===== src/rtl/can_rx_hexfmt.sv =====
// Formats captured CAN frames as ASCII "ID:DATA" lines toward a UART transmitter.
// Frames arriving while a line is still being printed are discarded and counted.
module can_rx_hexfmt #(
  parameter int UPPER_HEX = 1,
  parameter int CRLF      = 1
) (
  input  logic        clk,
  input  logic        rstn,
  input  logic        rx_valid,
  input  logic        rx_last,
  input  logic [7:0]  rx_data,
  input  logic [28:0] rx_id,
  input  logic        rx_ide,
  output logic        tx_en,
  input  logic        tx_rdy,
  output logic [7:0]  tx_data,
  output logic        busy,
  output logic [7:0]  drop_cnt
);

  localparam logic [2:0] S_CAPTURE = 3'd0;
  localparam logic [2:0] S_ID      = 3'd1;
  localparam logic [2:0] S_COLON   = 3'd2;
  localparam logic [2:0] S_DATA_HI = 3'd3;
  localparam logic [2:0] S_DATA_LO = 3'd4;
  localparam logic [2:0] S_CR      = 3'd5;
  localparam logic [2:0] S_LF      = 3'd6;
  localparam logic [2:0] S_DROP    = 3'd7;

  logic [2:0]  r_state;
  logic [2:0]  r_ptr;
  logic [3:0]  r_cnt;
  logic [7:0]  r_buf [8];
  logic [28:0] r_id;
  logic        r_ide;
  logic        r_disc;
  logic [7:0]  r_drop_cnt;
  logic        r_tx_en;
  logic [7:0]  r_tx_data;
  logic        r_busy;

  logic        w_hs;
  logic        w_lf_done;
  logic [2:0]  w_state_nxt;
  logic [2:0]  w_ptr_nxt;
  logic [3:0]  w_cnt_nxt;
  logic        w_disc_nxt;
  logic        w_drop_inc;
  logic        w_store;
  logic        w_latch;
  logic [28:0] w_id_nxt;
  logic        w_ide_nxt;
  logic [31:0] w_id32;
  logic [7:0]  w_char_nxt;
  logic        w_emit_nxt;

  function automatic logic [7:0] hex_char(input logic [3:0] nib);
    logic [7:0] c;
    if (nib < 4'd10) begin
      c = 8'h30 + {4'h0, nib};
    end else if (UPPER_HEX != 0) begin
      c = 8'h37 + {4'h0, nib};   // 10 maps to 'A'
    end else begin
      c = 8'h57 + {4'h0, nib};   // 10 maps to 'a'
    end
    return c;
  endfunction

  assign w_hs      = r_tx_en & tx_rdy;
  assign w_lf_done = (r_state == S_LF) & w_hs;

  // Next-state, capture counter and discard tracking
  always_comb begin
    w_state_nxt = r_state;
    w_ptr_nxt   = r_ptr;
    w_cnt_nxt   = r_cnt;
    w_disc_nxt  = r_disc;
    w_drop_inc  = 1'b0;
    w_store     = 1'b0;
    w_latch     = 1'b0;
    case (r_state)
      S_CAPTURE: begin
        if (rx_valid) begin
          w_store   = (r_cnt < 4'd8);
          w_cnt_nxt = (r_cnt < 4'd8) ? r_cnt + 4'd1 : r_cnt;
          if (rx_last) begin
            w_latch     = 1'b1;
            w_state_nxt = S_ID;
            w_ptr_nxt   = rx_ide ? 3'd7 : 3'd2;
          end else begin
            w_latch     = 1'b0;
          end
        end else begin
          w_store = 1'b0;
        end
      end
      S_ID: begin
        if (w_hs) begin
          if (r_ptr == 3'd0) begin
            w_state_nxt = S_COLON;
          end else begin
            w_ptr_nxt = r_ptr - 3'd1;
          end
        end else begin
          w_state_nxt = r_state;
        end
      end
      S_COLON: begin
        if (w_hs) begin
          w_state_nxt = S_DATA_HI;
          w_ptr_nxt   = 3'd0;
        end else begin
          w_state_nxt = r_state;
        end
      end
      S_DATA_HI: w_state_nxt = w_hs ? S_DATA_LO : r_state;
      S_DATA_LO: begin
        if (w_hs) begin
          if (({1'b0, r_ptr} + 4'd1) >= r_cnt) begin
            w_state_nxt = (CRLF != 0) ? S_CR : S_LF;
          end else begin
            w_state_nxt = S_DATA_HI;
            w_ptr_nxt   = r_ptr + 3'd1;
          end
        end else begin
          w_state_nxt = r_state;
        end
      end
      S_CR: w_state_nxt = w_hs ? S_LF : r_state;
      S_LF: w_state_nxt = r_state;
      S_DROP: begin
        if (rx_valid & rx_last) begin
          w_state_nxt = S_CAPTURE;
          w_drop_inc  = 1'b1;
        end else begin
          w_state_nxt = r_state;
        end
      end
      default: begin
        w_state_nxt = S_CAPTURE;
        w_ptr_nxt   = 3'd0;
        w_cnt_nxt   = 4'd0;
      end
    endcase

    // A frame seen while printing is discarded; the flag outlives the line via DROP.
    if (r_busy) begin
      if (rx_valid) begin
        w_drop_inc = rx_last;
        w_disc_nxt = ~rx_last;
      end else begin
        w_disc_nxt = r_disc;
      end
      w_state_nxt = w_lf_done ? (w_disc_nxt ? S_DROP : S_CAPTURE) : w_state_nxt;
      w_cnt_nxt   = w_lf_done ? 4'd0 : w_cnt_nxt;
      w_disc_nxt  = w_lf_done ? 1'b0 : w_disc_nxt;
    end else begin
      w_disc_nxt = 1'b0;
    end
  end

  // Character for the next cycle, so tx_en/tx_data leave straight from flops
  always_comb begin
    w_id_nxt   = w_latch ? rx_id  : r_id;
    w_ide_nxt  = w_latch ? rx_ide : r_ide;
    w_id32     = w_ide_nxt ? {3'b000, w_id_nxt} : {21'd0, w_id_nxt[10:0]};
    w_char_nxt = 8'h00;
    w_emit_nxt = 1'b1;
    case (w_state_nxt)
      S_ID:      w_char_nxt = hex_char(w_id32[{w_ptr_nxt, 2'b00} +: 4]);
      S_COLON:   w_char_nxt = 8'h3A;
      S_DATA_HI: w_char_nxt = hex_char(r_buf[w_ptr_nxt][7:4]);
      S_DATA_LO: w_char_nxt = hex_char(r_buf[w_ptr_nxt][3:0]);
      S_CR:      w_char_nxt = 8'h0D;
      S_LF:      w_char_nxt = 8'h0A;
      default: begin
        w_char_nxt = 8'h00;
        w_emit_nxt = 1'b0;
      end
    endcase
  end

  // Control state, latched ID and registered outputs
  always_ff @(posedge clk or negedge rstn) begin
    if (!rstn) begin
      r_state    <= S_CAPTURE;
      r_ptr      <= 3'd0;
      r_cnt      <= 4'd0;
      r_id       <= 29'd0;
      r_ide      <= 1'b0;
      r_disc     <= 1'b0;
      r_drop_cnt <= 8'd0;
      r_tx_en    <= 1'b0;
      r_tx_data  <= 8'h00;
      r_busy     <= 1'b0;
    end else begin
      r_state    <= w_state_nxt;
      r_ptr      <= w_ptr_nxt;
      r_cnt      <= w_cnt_nxt;
      r_id       <= w_id_nxt;
      r_ide      <= w_ide_nxt;
      r_disc     <= w_disc_nxt;
      r_drop_cnt <= (w_drop_inc && (r_drop_cnt != 8'hFF)) ? r_drop_cnt + 8'd1 : r_drop_cnt;
      r_tx_en    <= w_emit_nxt;
      r_tx_data  <= w_char_nxt;
      r_busy     <= w_emit_nxt;
    end
  end

  // Payload buffer, written only while capturing
  always_ff @(posedge clk or negedge rstn) begin
    if (!rstn) begin
      for (int i = 0; i < 8; i++) begin
        r_buf[i] <= 8'h00;
      end
    end else if (w_store) begin
      r_buf[r_cnt[2:0]] <= rx_data;
    end
  end

  assign tx_en    = r_tx_en;
  assign tx_data  = r_tx_data;
  assign busy     = r_busy;
  assign drop_cnt = r_drop_cnt;

endmodule


===== config.mk =====
export PLATFORM = sky130hd
export DESIGN_NAME = can_rx_hexfmt
export DESIGN_NICKNAME = d
export VERILOG_FILES = /design/src/rtl/can_rx_hexfmt.sv
export SDC_FILE = /design/constraint.sdc
export NUM_CORES = 1
export LEC_CHECK = 0
export CAP_MARGIN = 5
export CORE_AREA = 2 2 119 109
export DETAILED_ROUTE_END_ITERATION = 12
export DIE_AREA = 0 0 121 111
export PLACE_DENSITY = 0.85
export SETUP_SLACK_MARGIN = 0.5
export SYNTH_ARGS = -nofsm -noshare
export SYNTH_HDL_FRONTEND = slang
export SYNTH_SLANG_ARGS = --single-unit

===== constraint.sdc =====
create_clock -name clk -period 8.06 [get_ports clk]
set_clock_uncertainty 0.05 [all_clocks]
set_input_delay 1.612 -clock clk [delete_from_list [all_inputs] [get_ports clk]]
set_output_delay 1.612 -clock clk [all_outputs]
set_load 0.05 [all_outputs]

==> impl_summary.md <==
CTS
Clock-pin slew was measured on the worst setup and hold paths at 50 ps. The latest clock arrival within the worst-skew pair is 410 ps. The total clock sinks is 121. The number of buffers inserted to repair setup after CTS is 0.

The CTS H-tree depth is 4. In this run the deepest clock path goes through 2 buffers. Clock tree synthesis selected as its root buffer the cell sky130_fd_sc_hd__clkbuf_16. The clock buffer count from CTS is 17. TritonCTS built the clock tree. The total of cells resized after clock tree synthesis is 0.

The count of hold-fix buffers inserted at cts is 0.

Run status
The run finished with clean final reports.

Floorplanning
The floorplan has 39 rows. 61 I/O pins were placed. The placeable core region is 0.0123 mm^2. The width of the chip is 121 um. The initial standard-cell utilization of the core is 52.3%.

Measured along the y axis, the die boundary spans 111 um. The die footprint is 0.0134 mm^2.

Pwr
In this run switching power makes up 41.3% of total power. Cell internal power was estimated by the tool at 1.99 mW. The analysis attributes to net switching a power of 1.40 mW. Sequential cells burn 29.3% of the power. The worst-case IR drop observed on VDD is 0.000261 V. The static leakage is 3.54 nW. The fraction of power consumed by the clock network is 21.6%. The power density relative to cell area is 440 mW/mm^2. The logic gate share of total power is 49.1%.

Timing
The final hold violation count is 0. After layout, the worst path uses 67.5% of the clock period. The headroom to the max-slew limit is 32.1%. The maximum achievable frequency is 184 MHz. For the pin with the worst max-slew slack, the measured transition is 1010 ps. After layout, the minimum clock period comes to 5440 ps.

In the final timing run, aggregate negative setup slack is 0 ps. The final worst hold slack is 415 ps. The setup-violating endpoint count in the final report is 0. The total count of max-transition violations in the final report is 0.

Setup repair after global routing left no endpoint under its margin.

Synthesis
The total nets after synthesis is 641. The count of yosys warnings during synthesis is 0. After Yosys synthesis, full adders, half adders and majority gates account for 2.48% of the synthesized area. The synthesized netlist devotes 9.80% of its cell area to compound gates. Of the total synthesized cell area, the portion taken by AND, OR, NAND and NOR gates is 15.6%. The number of synthesized flops with an enable pin is 0. Synthesis inferred 121 register bits.

Synthesis handed over a netlist of 586 instances. After synthesis, the cell types taking the most area are sky130_fd_sc_hd__dfrtp_1, sky130_fd_sc_hd__mux2_2, sky130_fd_sc_hd__nand2_1. The predominant post-synthesis flop cell is sky130_fd_sc_hd__dfrtp_1. The most repeated cell in the gate-level netlist after synthesis is sky130_fd_sc_hd__dfrtp_1. In the synthesized netlist, the cells that appear most often are sky130_fd_sc_hd__dfrtp_1, sky130_fd_sc_hd__nand2_1, sky130_fd_sc_hd__mux2_2. By area, the combinational part of the netlist is dominated by multiplexers. After synthesis, the netlist uses 74 different library cells. In this run the mean area of a mapped cell was 11.0 um^2. The mux cell area share after synthesis is 19.9%. The post-synthesis cell type with the largest combined area is sky130_fd_sc_hd__dfrtp_1. The post-synthesis share of cell area spent on xor and xnor gates is 1.76%. After synthesis, flip-flops and latches occupy 46.9% of the total area. The synthesized design devotes to its leading area cell type 46.9% of total area. The async set or reset register ratio after synthesis is 100%. The area of the mapped netlist is 0.00646 mm^2.

Critical path
The critical path class is in -> reg. The reg-to-reg critical path endpoint is tx_data[2]. Measured in cells, the most critical reg-to-reg path has a length of 16. For flop-to-flop paths, the worst setup slack is 3150 ps.

STA classifies the critical path startpoint as an input port. The startpoint of the most critical register-to-register path is r_ptr[0]. Data on the critical path is required at its endpoint by 8340 ps. STA puts the critical path data arrival time at 5720 ps. The largest fanout on the critical path is 20. STA classifies the critical path endpoint as a flop.

Routing
The final layout contains routed wiring with a total length of 15100 um. The routed wire length per instance is 18.5 um. The final antenna-violating net count is 0. Summing over every cut layer, the via total after detailed routing is 4741. Before antenna repair, the detailed router went through 5 iterations.

For this block, the initial DRC count from the detailed router was 325. Using the TritonRoute via totals, the vias-per-cell ratio works out to 5.80. The remaining design rule violation count is 0.

Cells and area
The layout has 964 filler cells. The final layout contains 696 nets. At the end of the flow the core is filled with cells to 62.5%. The antenna diode count is 0.

The cell area after layout is 0.00771 mm^2. The area growth from synthesis to final layout is 19.3%. The post-route netlist has 21.1% of its cells at a drive strength greater than 1. The final non-filler cell total is 817.

Global routing
The wire length of the first global-routing pass is 24500 um. The number of global-route vias before repair is 4835. Entering global routing, the biggest net connects 79 pins. The number of antenna violations at the first check in global routing is 0. In the global route stage, overall resource usage came out at 23.3%. The remaining global-route overflow is 0.

Flow run
The number of max-cap violations is 0.

Place
The detailed placer's ending HPWL is 10300 um. The number of placed instances, taps included, is 786. The number of input and output port buffers inserted is 59. The standard cell area after detailed placement is 0.00713 mm^2. The congestion estimate from routability-driven global placement came to 0.879.

Hold path
The worst min-delay path class is reg -> reg. The hold path startpoint is r_id[2]. The worst hold path stage count is 2. For hold timing, the worst endpoint is r_id[2].
stage by stage:
step,worst slack (ps),power (mW)
after floorplan,3650,2.28
after global placement,2440,2.58
after detailed placement,2230,2.65
after CTS,2630,3.40
after global routing,2310,3.61
final,2620,3.40
cells in the final DEF, fill, tap and decap left out, drive strengths merged, types with 4 or more instances in the layout:
cell type,count
a211oi,6
a21oi,17
a22oi,4
a32oi,4
and2,6
and3,5
buf,5
clkbuf,19
clkdlybuf4s50,58
clkinv,8
dfrtp,121
ha,12
inv,15
mux2,69
mux2i,19
mux4,13
nand2,117
nand2b,11
nand3,14
nand3b,4
nand4,9
nor2,22
nor2b,4
nor3,12
o211ai,5
o21ai,10
xnor2,9
xor2,4
registers in the layout (all words and copies together), names as in the netlist:
signal / flops
tx_data: 7
r_disc: 1
r_buf: 64
r_id: 29
r_cnt: 4
busy: 1
r_ptr: 3
r_state: 3
r_ide: 1
drop_cnt: 8
worst max-delay path, cell delays in order:
cell                              delay [ps]
sky130_fd_sc_hd__clkdlybuf4s50_1         610
sky130_fd_sc_hd__nand2_2                 160
sky130_fd_sc_hd__a211o_1                 380
sky130_fd_sc_hd__nor2_2                  210
sky130_fd_sc_hd__a32oi_4                 170
sky130_fd_sc_hd__nor2_4                  480
sky130_fd_sc_hd__buf_4                   380
sky130_fd_sc_hd__mux4_2                  540
sky130_fd_sc_hd__a22oi_1                 320
sky130_fd_sc_hd__ha_1                    250
sky130_fd_sc_hd__inv_1                    60
sky130_fd_sc_hd__nor4b_1                 320
sky130_fd_sc_hd__nor3_1                   90
sky130_fd_sc_hd__o21ai_1                 130
power groups by stage:
stage	Clock, mW	Sequential (mW)	Combinational (mW)
after detailed placement	0	1.00	1.65
after CTS	0.740	0.994	1.67
after floorplan	0	1.02	1.27
final	0.733	0.997	1.67
after global routing	0.767	1.02	1.81
after global placement	0	0.987	1.59
area by class of cell:
| cell class | instances | area (um^2) | share of cell area, % |
|---|---|---|---|
| timing repair buffer | 63 | 618 | 8.01 |
| inverter | 16 | 60.1 | 0.779 |
| sequential | 121 | 3030 | 39.3 |
| tap | 164 | 205 | 2.66 |
| clock buffer | 19 | 453 | 5.87 |
| clock inverter | 12 | 125 | 1.62 |
| multi-input combinational | 422 | 3220 | 41.8 |
worst max-delay path by stage:
stage	startpoint	to	slack, ps	depth (start not counted)
global route	tx_rdy	tx_data[2]	2310	14
floorplan	tx_rdy	tx_data[2]	3650	16
detailed placement	tx_rdy	tx_data[2]	2230	14
finish	tx_rdy	tx_data[2]	2620	14
CTS	tx_rdy	tx_data[2]	2630	14
global placement	tx_rdy	tx_data[2]	2440	14
metal layers:
metal | vias up | track usage [%] | part of all wire, % | routed length [um]
li1 | 2212 | - | - | -
met3 | 26 | 4.78 | 3.9 | 596
met2 | 128 | 38.4 | 50 | 7550
met1 | 2375 | 30.5 | 44 | 6650
met5 | - | 0 | 0 | 0
met4 | 0 | 7.98 | 2.1 | 312
kinds of logic after synthesis:
family                   Yosys count
flip-flops                       121
other                              1
XOR/XNOR                          13
AO/OA/AOI/OAI                     79
multiplexers                     101
AND/OR/NAND/NOR                  215
buffers and inverters             43
adder cells (fa/ha/maj)           13
(Power assumes the default switching activity.)
